`src/rtl/pipeline_hazard_ctrl_if.sv`:
```
`default_nettype none
// +-----------------------------------------------------------------------------+
// | pipeline_hazard_ctrl_if : hazard sources in, stage controls out             |
// | Revision 1.0                                                                |
// +-----------------------------------------------------------------------------+
interface pipeline_hazard_ctrl_if #(
   parameter int unsigned CNT_W = 32
);
   logic [4:0]       id_rs1;
   logic [4:0]       id_rs2;
   logic [4:0]       ex_rd;
   logic             ex_mem_read;
   logic [2:0]       ex_npc_op;
   logic             ex_int_req;
   logic             ex_mdu_start;
   logic             mdu_done;
   logic             mem_req;
   logic             dmem_ready;
   logic             pc_write;
   logic             pc_sel_trap;
   logic             if_id_write;
   logic             if_id_flush;
   logic             id_ex_write;
   logic             id_ex_flush;
   logic             ex_mem_write;
   logic             ex_mem_flush;
   logic             mem_wb_flush;
   logic             int_ack;
   logic             mem_fault;
   logic [CNT_W-1:0] stall_cycles;

   // master = pipeline side, slave = the hazard controller
   modport master (
      output id_rs1, id_rs2, ex_rd, ex_mem_read, ex_npc_op, ex_int_req,
             ex_mdu_start, mdu_done, mem_req, dmem_ready,
      input  pc_write, pc_sel_trap, if_id_write, if_id_flush, id_ex_write,
             id_ex_flush, ex_mem_write, ex_mem_flush, mem_wb_flush,
             int_ack, mem_fault, stall_cycles
   );

   modport slave (
      input  id_rs1, id_rs2, ex_rd, ex_mem_read, ex_npc_op, ex_int_req,
             ex_mdu_start, mdu_done, mem_req, dmem_ready,
      output pc_write, pc_sel_trap, if_id_write, if_id_flush, id_ex_write,
             id_ex_flush, ex_mem_write, ex_mem_flush, mem_wb_flush,
             int_ack, mem_fault, stall_cycles
   );
endinterface
`default_nettype wire

```
`src/rtl/pipeline_hazard_ctrl.sv`:
```
`default_nettype none
// +-----------------------------------------------------------------------------+
// | pipeline_hazard_ctrl : stall/flush scheduler for the 5-stage pipeline       |
// | Revision 1.0                                                                |
// +-----------------------------------------------------------------------------+
module pipeline_hazard_ctrl #(
   parameter int unsigned INT_DRAIN_CYCLES = 2,
   parameter int unsigned MEM_TIMEOUT      = 64,
   parameter int unsigned CNT_W            = 32
) (
   input logic                   clk,
   input logic                   rst,
   pipeline_hazard_ctrl_if.slave hz
);
   localparam int unsigned TMO_W = (MEM_TIMEOUT == 0) ? 1 : $clog2(MEM_TIMEOUT + 1);
   localparam logic [TMO_W:0] c_TMO_LIM    = MEM_TIMEOUT[TMO_W:0];
   localparam logic [3:0]     c_DRAIN_LAST = INT_DRAIN_CYCLES[3:0];

   typedef enum logic [1:0] {
      S_RUN       = 2'd0,
      S_MEM_WAIT  = 2'd1,
      S_MDU_WAIT  = 2'd2,
      S_INT_ENTER = 2'd3
   } state_t;

   state_t           r_state, w_state_nxt;
   logic [TMO_W-1:0] r_tmo, w_tmo_nxt;
   logic [TMO_W:0]   w_tmo_inc;
   logic [3:0]       r_drain, w_drain_nxt;
   logic [CNT_W-1:0] r_stall;
   logic             w_run_rules, w_mask_mdu, w_load_use;
   logic             w_pc_write, w_pc_sel_trap, w_if_id_write, w_if_id_flush;
   logic             w_id_ex_write, w_id_ex_flush, w_ex_mem_write, w_ex_mem_flush;
   logic             w_mem_wb_flush, w_int_ack, w_mem_fault;

   assign w_load_use = hz.ex_mem_read && (hz.ex_rd != 5'd0) &&
                       ((hz.ex_rd == hz.id_rs1) || (hz.ex_rd == hz.id_rs2));
   assign w_tmo_inc  = {1'b0, r_tmo} + (TMO_W + 1)'(1);

   always_comb begin
      w_pc_write     = 1'b1;
      w_pc_sel_trap  = 1'b0;
      w_if_id_write  = 1'b1;
      w_if_id_flush  = 1'b0;
      w_id_ex_write  = 1'b1;
      w_id_ex_flush  = 1'b0;
      w_ex_mem_write = 1'b1;
      w_ex_mem_flush = 1'b0;
      w_mem_wb_flush = 1'b0;
      w_int_ack      = 1'b0;
      w_mem_fault    = 1'b0;
      w_state_nxt    = r_state;
      w_tmo_nxt      = r_tmo;
      w_drain_nxt    = r_drain;
      w_run_rules    = 1'b0;
      w_mask_mdu     = 1'b0;

      case (r_state)
         S_RUN: w_run_rules = 1'b1;
         S_MEM_WAIT: begin
            // A ready memory hands the cycle back to the normal rules; rule 1 cannot fire then.
            if (hz.dmem_ready) begin
               w_run_rules = 1'b1;
            end else if ((MEM_TIMEOUT != 0) && (w_tmo_inc >= c_TMO_LIM)) begin
               w_mem_fault = 1'b1;
               w_state_nxt = S_RUN;
            end else begin
               w_pc_write     = 1'b0;
               w_if_id_write  = 1'b0;
               w_id_ex_write  = 1'b0;
               w_ex_mem_write = 1'b0;
               w_mem_wb_flush = 1'b1;
               w_tmo_nxt      = w_tmo_inc[TMO_W-1:0];
            end
         end
         S_MDU_WAIT: begin
            if (hz.mdu_done) begin
               w_run_rules = 1'b1;
               w_mask_mdu  = 1'b1;
            end else begin
               w_pc_write     = 1'b0;
               w_if_id_write  = 1'b0;
               w_id_ex_write  = 1'b0;
               w_ex_mem_write = 1'b0;
            end
         end
         S_INT_ENTER: begin
            w_if_id_flush = 1'b1;
            w_id_ex_flush = 1'b1;
            if (r_drain >= c_DRAIN_LAST) begin
               w_pc_sel_trap = 1'b1;
               w_int_ack     = 1'b1;
               w_state_nxt   = S_RUN;
            end else begin
               w_pc_write  = 1'b0;
               w_drain_nxt = r_drain + 4'd1;
            end
         end
         default: w_state_nxt = S_RUN;
      endcase

      if (w_run_rules) begin
         w_state_nxt = S_RUN;
         if (hz.mem_req && !hz.dmem_ready) begin
            w_pc_write     = 1'b0;
            w_if_id_write  = 1'b0;
            w_id_ex_write  = 1'b0;
            w_ex_mem_write = 1'b0;
            w_mem_wb_flush = 1'b1;
            w_state_nxt    = S_MEM_WAIT;
            w_tmo_nxt      = TMO_W'(1);
         end else if (!w_mask_mdu && hz.ex_mdu_start) begin
            w_pc_write     = 1'b0;
            w_if_id_write  = 1'b0;
            w_id_ex_write  = 1'b0;
            w_ex_mem_write = 1'b0;
            w_ex_mem_flush = 1'b1;
            w_state_nxt    = S_MDU_WAIT;
         end else if (hz.ex_int_req) begin
            w_pc_write    = 1'b0;
            w_if_id_flush = 1'b1;
            w_id_ex_flush = 1'b1;
            w_state_nxt   = S_INT_ENTER;
            w_drain_nxt   = 4'd1;
         end else if (hz.ex_npc_op != 3'd0) begin
            w_if_id_flush = 1'b1;
            w_id_ex_flush = 1'b1;
         end else if (w_load_use) begin
            w_pc_write    = 1'b0;
            w_if_id_write = 1'b0;
            w_id_ex_flush = 1'b1;
         end
      end

      if (rst) begin
         w_pc_write     = 1'b0;
         w_pc_sel_trap  = 1'b0;
         w_if_id_write  = 1'b0;
         w_if_id_flush  = 1'b0;
         w_id_ex_write  = 1'b0;
         w_id_ex_flush  = 1'b0;
         w_ex_mem_write = 1'b0;
         w_ex_mem_flush = 1'b0;
         w_mem_wb_flush = 1'b0;
         w_int_ack      = 1'b0;
         w_mem_fault    = 1'b0;
      end
   end

   always_ff @(posedge clk) begin
      if (rst) begin
         r_state <= S_RUN;
         r_tmo   <= '0;
         r_drain <= '0;
         r_stall <= '0;
      end else begin
         r_state <= w_state_nxt;
         r_tmo   <= w_tmo_nxt;
         r_drain <= w_drain_nxt;
         if (!w_pc_write && (r_stall != {CNT_W{1'b1}}))
            r_stall <= r_stall + CNT_W'(1);
      end
   end

   assign hz.pc_write     = w_pc_write;
   assign hz.pc_sel_trap  = w_pc_sel_trap;
   assign hz.if_id_write  = w_if_id_write;
   assign hz.if_id_flush  = w_if_id_flush;
   assign hz.id_ex_write  = w_id_ex_write;
   assign hz.id_ex_flush  = w_id_ex_flush;
   assign hz.ex_mem_write = w_ex_mem_write;
   assign hz.ex_mem_flush = w_ex_mem_flush;
   assign hz.mem_wb_flush = w_mem_wb_flush;
   assign hz.int_ack      = w_int_ack;
   assign hz.mem_fault    = w_mem_fault;
   assign hz.stall_cycles = r_stall;
endmodule
`default_nettype wire

```
`src/flat_wrapper.sv`:
```
// flat-port wrapper written by rule: the top's interface ports become plain ports
module pipeline_hazard_ctrl_flat 
#(
   parameter int unsigned INT_DRAIN_CYCLES = 2,
   parameter int unsigned MEM_TIMEOUT      = 64,
   parameter int unsigned CNT_W            = 32
)
  (clk, rst, hz_id_rs1, hz_id_rs2, hz_ex_rd, hz_ex_mem_read, hz_ex_npc_op, hz_ex_int_req, hz_ex_mdu_start, hz_mdu_done, hz_mem_req, hz_dmem_ready, hz_pc_write, hz_pc_sel_trap, hz_if_id_write, hz_if_id_flush, hz_id_ex_write, hz_id_ex_flush, hz_ex_mem_write, hz_ex_mem_flush, hz_mem_wb_flush, hz_int_ack, hz_mem_fault, hz_stall_cycles);
  pipeline_hazard_ctrl_if #(.CNT_W(CNT_W)) hz_i ();
  input logic clk;
  input logic rst;
  input wire logic [$bits(hz_i.id_rs1)-1:0] hz_id_rs1;
  input wire logic [$bits(hz_i.id_rs2)-1:0] hz_id_rs2;
  input wire logic [$bits(hz_i.ex_rd)-1:0] hz_ex_rd;
  input wire logic [$bits(hz_i.ex_mem_read)-1:0] hz_ex_mem_read;
  input wire logic [$bits(hz_i.ex_npc_op)-1:0] hz_ex_npc_op;
  input wire logic [$bits(hz_i.ex_int_req)-1:0] hz_ex_int_req;
  input wire logic [$bits(hz_i.ex_mdu_start)-1:0] hz_ex_mdu_start;
  input wire logic [$bits(hz_i.mdu_done)-1:0] hz_mdu_done;
  input wire logic [$bits(hz_i.mem_req)-1:0] hz_mem_req;
  input wire logic [$bits(hz_i.dmem_ready)-1:0] hz_dmem_ready;
  output wire logic [$bits(hz_i.pc_write)-1:0] hz_pc_write;
  output wire logic [$bits(hz_i.pc_sel_trap)-1:0] hz_pc_sel_trap;
  output wire logic [$bits(hz_i.if_id_write)-1:0] hz_if_id_write;
  output wire logic [$bits(hz_i.if_id_flush)-1:0] hz_if_id_flush;
  output wire logic [$bits(hz_i.id_ex_write)-1:0] hz_id_ex_write;
  output wire logic [$bits(hz_i.id_ex_flush)-1:0] hz_id_ex_flush;
  output wire logic [$bits(hz_i.ex_mem_write)-1:0] hz_ex_mem_write;
  output wire logic [$bits(hz_i.ex_mem_flush)-1:0] hz_ex_mem_flush;
  output wire logic [$bits(hz_i.mem_wb_flush)-1:0] hz_mem_wb_flush;
  output wire logic [$bits(hz_i.int_ack)-1:0] hz_int_ack;
  output wire logic [$bits(hz_i.mem_fault)-1:0] hz_mem_fault;
  output wire logic [$bits(hz_i.stall_cycles)-1:0] hz_stall_cycles;
  assign hz_i.id_rs1 = hz_id_rs1;
  assign hz_i.id_rs2 = hz_id_rs2;
  assign hz_i.ex_rd = hz_ex_rd;
  assign hz_i.ex_mem_read = hz_ex_mem_read;
  assign hz_i.ex_npc_op = hz_ex_npc_op;
  assign hz_i.ex_int_req = hz_ex_int_req;
  assign hz_i.ex_mdu_start = hz_ex_mdu_start;
  assign hz_i.mdu_done = hz_mdu_done;
  assign hz_i.mem_req = hz_mem_req;
  assign hz_i.dmem_ready = hz_dmem_ready;
  assign hz_pc_write = hz_i.pc_write;
  assign hz_pc_sel_trap = hz_i.pc_sel_trap;
  assign hz_if_id_write = hz_i.if_id_write;
  assign hz_if_id_flush = hz_i.if_id_flush;
  assign hz_id_ex_write = hz_i.id_ex_write;
  assign hz_id_ex_flush = hz_i.id_ex_flush;
  assign hz_ex_mem_write = hz_i.ex_mem_write;
  assign hz_ex_mem_flush = hz_i.ex_mem_flush;
  assign hz_mem_wb_flush = hz_i.mem_wb_flush;
  assign hz_int_ack = hz_i.int_ack;
  assign hz_mem_fault = hz_i.mem_fault;
  assign hz_stall_cycles = hz_i.stall_cycles;
  pipeline_hazard_ctrl #(.INT_DRAIN_CYCLES(INT_DRAIN_CYCLES), .MEM_TIMEOUT(MEM_TIMEOUT), .CNT_W(CNT_W)) u_core (.clk(clk), .rst(rst), .hz(hz_i));
endmodule
```
`config.mk`:
```
export PLATFORM = sky130hd
export DESIGN_NAME = pipeline_hazard_ctrl_flat
export DESIGN_NICKNAME = d
export VERILOG_FILES = /design/src/rtl/pipeline_hazard_ctrl_if.sv /design/src/rtl/pipeline_hazard_ctrl.sv /design/src/flat_wrapper.sv
export SDC_FILE = /design/constraint.sdc
export NUM_CORES = 1
export LEC_CHECK = 0
export CORE_ASPECT_RATIO = 1.4
export CORE_MARGIN = 2
export CORE_UTILIZATION = 40
export CTS_BUF_LIST = sky130_fd_sc_hd__clkbuf_8
export DETAILED_ROUTE_END_ITERATION = 6
export PLACE_DENSITY_LB_ADDON = 0.15
export SLEW_MARGIN = 20
export SYNTH_ARGS = -nofsm -noshare
export SYNTH_HDL_FRONTEND = slang
export SYNTH_SLANG_ARGS = --single-unit
```
`constraint.sdc`:
```
create_clock -name clk -period 3.3 [get_ports clk]
set_clock_uncertainty 0.15 [all_clocks]
set_input_delay 0.495 -clock clk [delete_from_list [all_inputs] [get_ports clk]]
set_output_delay 0.495 -clock clk [all_outputs]
set_load 0.1 [all_outputs]
```
==> flow_metrics.tcl <==
set metrics [dict create \
    row_count 34 \
    die-height_um 99.9 \
    synthesis.area_um2 2630 \
    number_of_optimization_iterations_in_the_first_detailed_route_pass 4 \
    critical-path-max-stage-delay_ns 0.54 \
    outcome "finished clean" \
    pin_count_of_the_biggest_net_entering_global_routing 58 \
    synth_simple_gate_area_share 0.311 \
    post_dp_cell_area_um2 3390 \
    grt_antenna_before_repair 0 \
    dominant_combinational_cell_family_by_area_after_synthesis "simple AND/OR/NAND/NOR gates" \
    final-hold-violation-count 0 \
    synth-seq-area-share 0.343 \
    drt_first_iter_violations 120 \
    area_growth_pct 32.4 \
    clock-root-buffer "sky130_fd_sc_hd__clkbuf_8" \
    drc_errors 0 \
    min_period_over_period 0.941 \
    setup-violations-final 0 \
    timing.critical_path.depth 7 \
    critPathArrivalTime_ns 2.46 \
    critPathCaptureType "output pin" \
    power_density_nw_per_um2 415 \
    cp_cell_instances "clkdlybuf4s50_1 > or4_1 > o21ai_1 > nor3b_1 > buf_4 > nor2_2 > buf_12" \
    multi_input_comb_area_um2 1660 \
    final_common_cell "sky130_fd_sc_hd__dfxtp_1" \
    synth_adder_area_share 0.0429 \
    cts-root-to-sink-buffers 2 \
    fp.dieW_um 72.5 \
    worstSetupStartpointType "input pin" \
    cts_num_sinks 45 \
    clock_pin_transition_on_the_worst_setup_and_hold_timing_paths_ns 0.08 \
    holdCritPathClass "flip-flop to flip-flop" \
    dp_worst_setup_slack_ns 0.120 \
    totalNegativeSetupSlack_ns 0 \
    power.leakage_nw 1.25 \
    yosys-mux-area-fraction 0.0114 \
    maxCapViolCount 0 \
    aggregate_global_routing_overflow 0 \
    ys_ff_latch 45 \
    grt_first_pass_wirelength_mm 11.2 \
    crit_path_max_fanout 6 \
    start_util 0.417 \
    max_clock_freq_ghz 0.322 \
    cp_num_buf_inv 3 \
    whs_ns 0.325 \
    synth_cells 337 \
    total_power_mw 1.44 \
    first_global_vias 2475 \
    crit_family "simple AND/OR/NAND/NOR gates" \
    detailedPlacementHpwl_mm 5.12 \
    port_buffers 68 \
    compound_gate_portion_of_the_synthesized_area 0.194 \
    critical_path.slowest_cell "sky130_fd_sc_hd__or4_1" \
    setup_repair_after_global_routing_missed_its_margin "no" \
    yosys_warnings 0 \
    tritoncts "yes" \
    mostFrequentLayoutCells "sky130_fd_sc_hd__dfxtp_1, sky130_fd_sc_hd__a21oi_1, sky130_fd_sc_hd__buf_4" \
    die_area_um2 7240 \
    synth_edf_count 0 \
    final_net_count 433 \
    min_delay_path_depth 1 \
    final-seq-area_um2 901 \
    drtAntennaViolNets 0 \
    ioPinCount 69 \
    ys_dominant_reg_cell "sky130_fd_sc_hd__dfxtp_1" \
    ir_worst_vdd_uv 224 \
    vias 2664 \
    setup.worst_path.class "input pin to output pin" \
    routabilityCongestion 0.777 \
    core_region_area_um2 6300 \
    route.detailed.wl_per_inst_um 14.5 \
    fillerInstances 605 \
    relSlewSlack 0.574 \
    slew_violations 0 \
    grt_usage 0.193 \
    synthesis.nets 372 \
    cts_htree_levels 2 \
    tritoncts.num_buffers 5 \
    post_cts_resized 0 \
    cts-hold-fix-buffers 0 \
    period_minus_slack_ns 3.10 \
    drt_wl_total_mm 6.80 \
    worst_r2r_path_depth 11 \
    synth.distinct_cells 45 \
    drive_above_1_share 0.166 \
    async_reset_ff_frac 0 \
    post-route-worst-setup-slack_ns 0.196 \
    fin_area_um2 3480 \
    viasPerCell 5.67 \
    worst-slew-pin-transition_ns 0.639 \
    antenna_cells_inserted 0 \
    avgSynthCellArea_um2 7.79 \
    synth_xor_xnor_area_share 0.0534 \
    worst_skew_pair.late_latency_ns 0.29 \
    cts.repair_timing.setup_buffer_count 0 \
    critical_path_required_ns 2.65 \
]
## stage by stage
step / cells / utilization
after floorplan: 337 / -
after global placement: 463 / 0.539
after detailed placement: 463 / 0.539
after CTS: 470 / 0.552
after global routing: 470 / 0.552
final: 470 / 0.552
## registers in the layout, indices dropped and copies added (netlist names)
signal / cells
u_core.hz.stall_cycles: 32
u_core.r_tmo: 7
u_core.r_drain: 4
u_core.r_state: 2
## metal layers
layer | part of all wire | track usage
met2 | 0.52 | 0.359
met5 | 0 | 0
met3 | 0.054 | 0.0412
met4 | 0.014 | 0.0598
met1 | 0.41 | 0.215
## final timing paths
check	start	endpoint	slack [ns]
setup / recovery	hz_ex_rd[0]	hz_pc_write	0.20
hold / removal	u_core.r_drain[3]	u_core.r_drain[3]	0.33
setup reg to reg	u_core.r_state[0]	u_core.hz.stall_cycles[21]	0.44
hold reg to reg	u_core.r_drain[3]	u_core.r_drain[3]	0.33
## area by class of cell
class                   count  share of cell area
well taps                  72              0.0259
multi-input cells         265               0.476
inverters                   9             0.00971
flip-flops and latches     45               0.259
repair buffers             72               0.204
clock buffers               6              0.0237
clock inverters             1             0.00108
## cell usage after synthesis, types with 8 or more instances
cell type	n	area share
sky130_fd_sc_hd__nand3_1	21	0.040
sky130_fd_sc_hd__ha_1	9	0.043
sky130_fd_sc_hd__or4_1	17	0.049
sky130_fd_sc_hd__o21ai_0	12	0.023
sky130_fd_sc_hd__nand2_1	23	0.033
sky130_fd_sc_hd__xnor2_1	12	0.040
sky130_fd_sc_hd__nor2_1	25	0.036
sky130_fd_sc_hd__a21oi_1	39	0.074
sky130_fd_sc_hd__clkbuf_1	8	0.011
sky130_fd_sc_hd__dfxtp_1	45	0.34
sky130_fd_sc_hd__o21ai_1	12	0.023
sky130_fd_sc_hd__inv_1	9	0.013
sky130_fd_sc_hd__or3_1	23	0.055
sky130_fd_sc_hd__o31ai_1	11	0.031
## cell families (layout without fill, tap and decap cells)
| logic type | after synthesis | count (layout) |
|---|---|---|
| buf+inv | 27 | 88 |
| simple gates | 149 | 149 |
| mux | 3 | 3 |
| xor+xnor | 16 | 16 |
| fa+ha+maj | 9 | 9 |
| flops | 45 | 45 |
| compound gates | 88 | 88 |
## power breakdown
group          total (mW)  switching [mW]  internal (mW)
combinational       0.523           0.343          0.180
sequential          0.581          0.0210          0.560
clock               0.339           0.175          0.163
No activity file was read; power rests on OpenSTA's default activity.
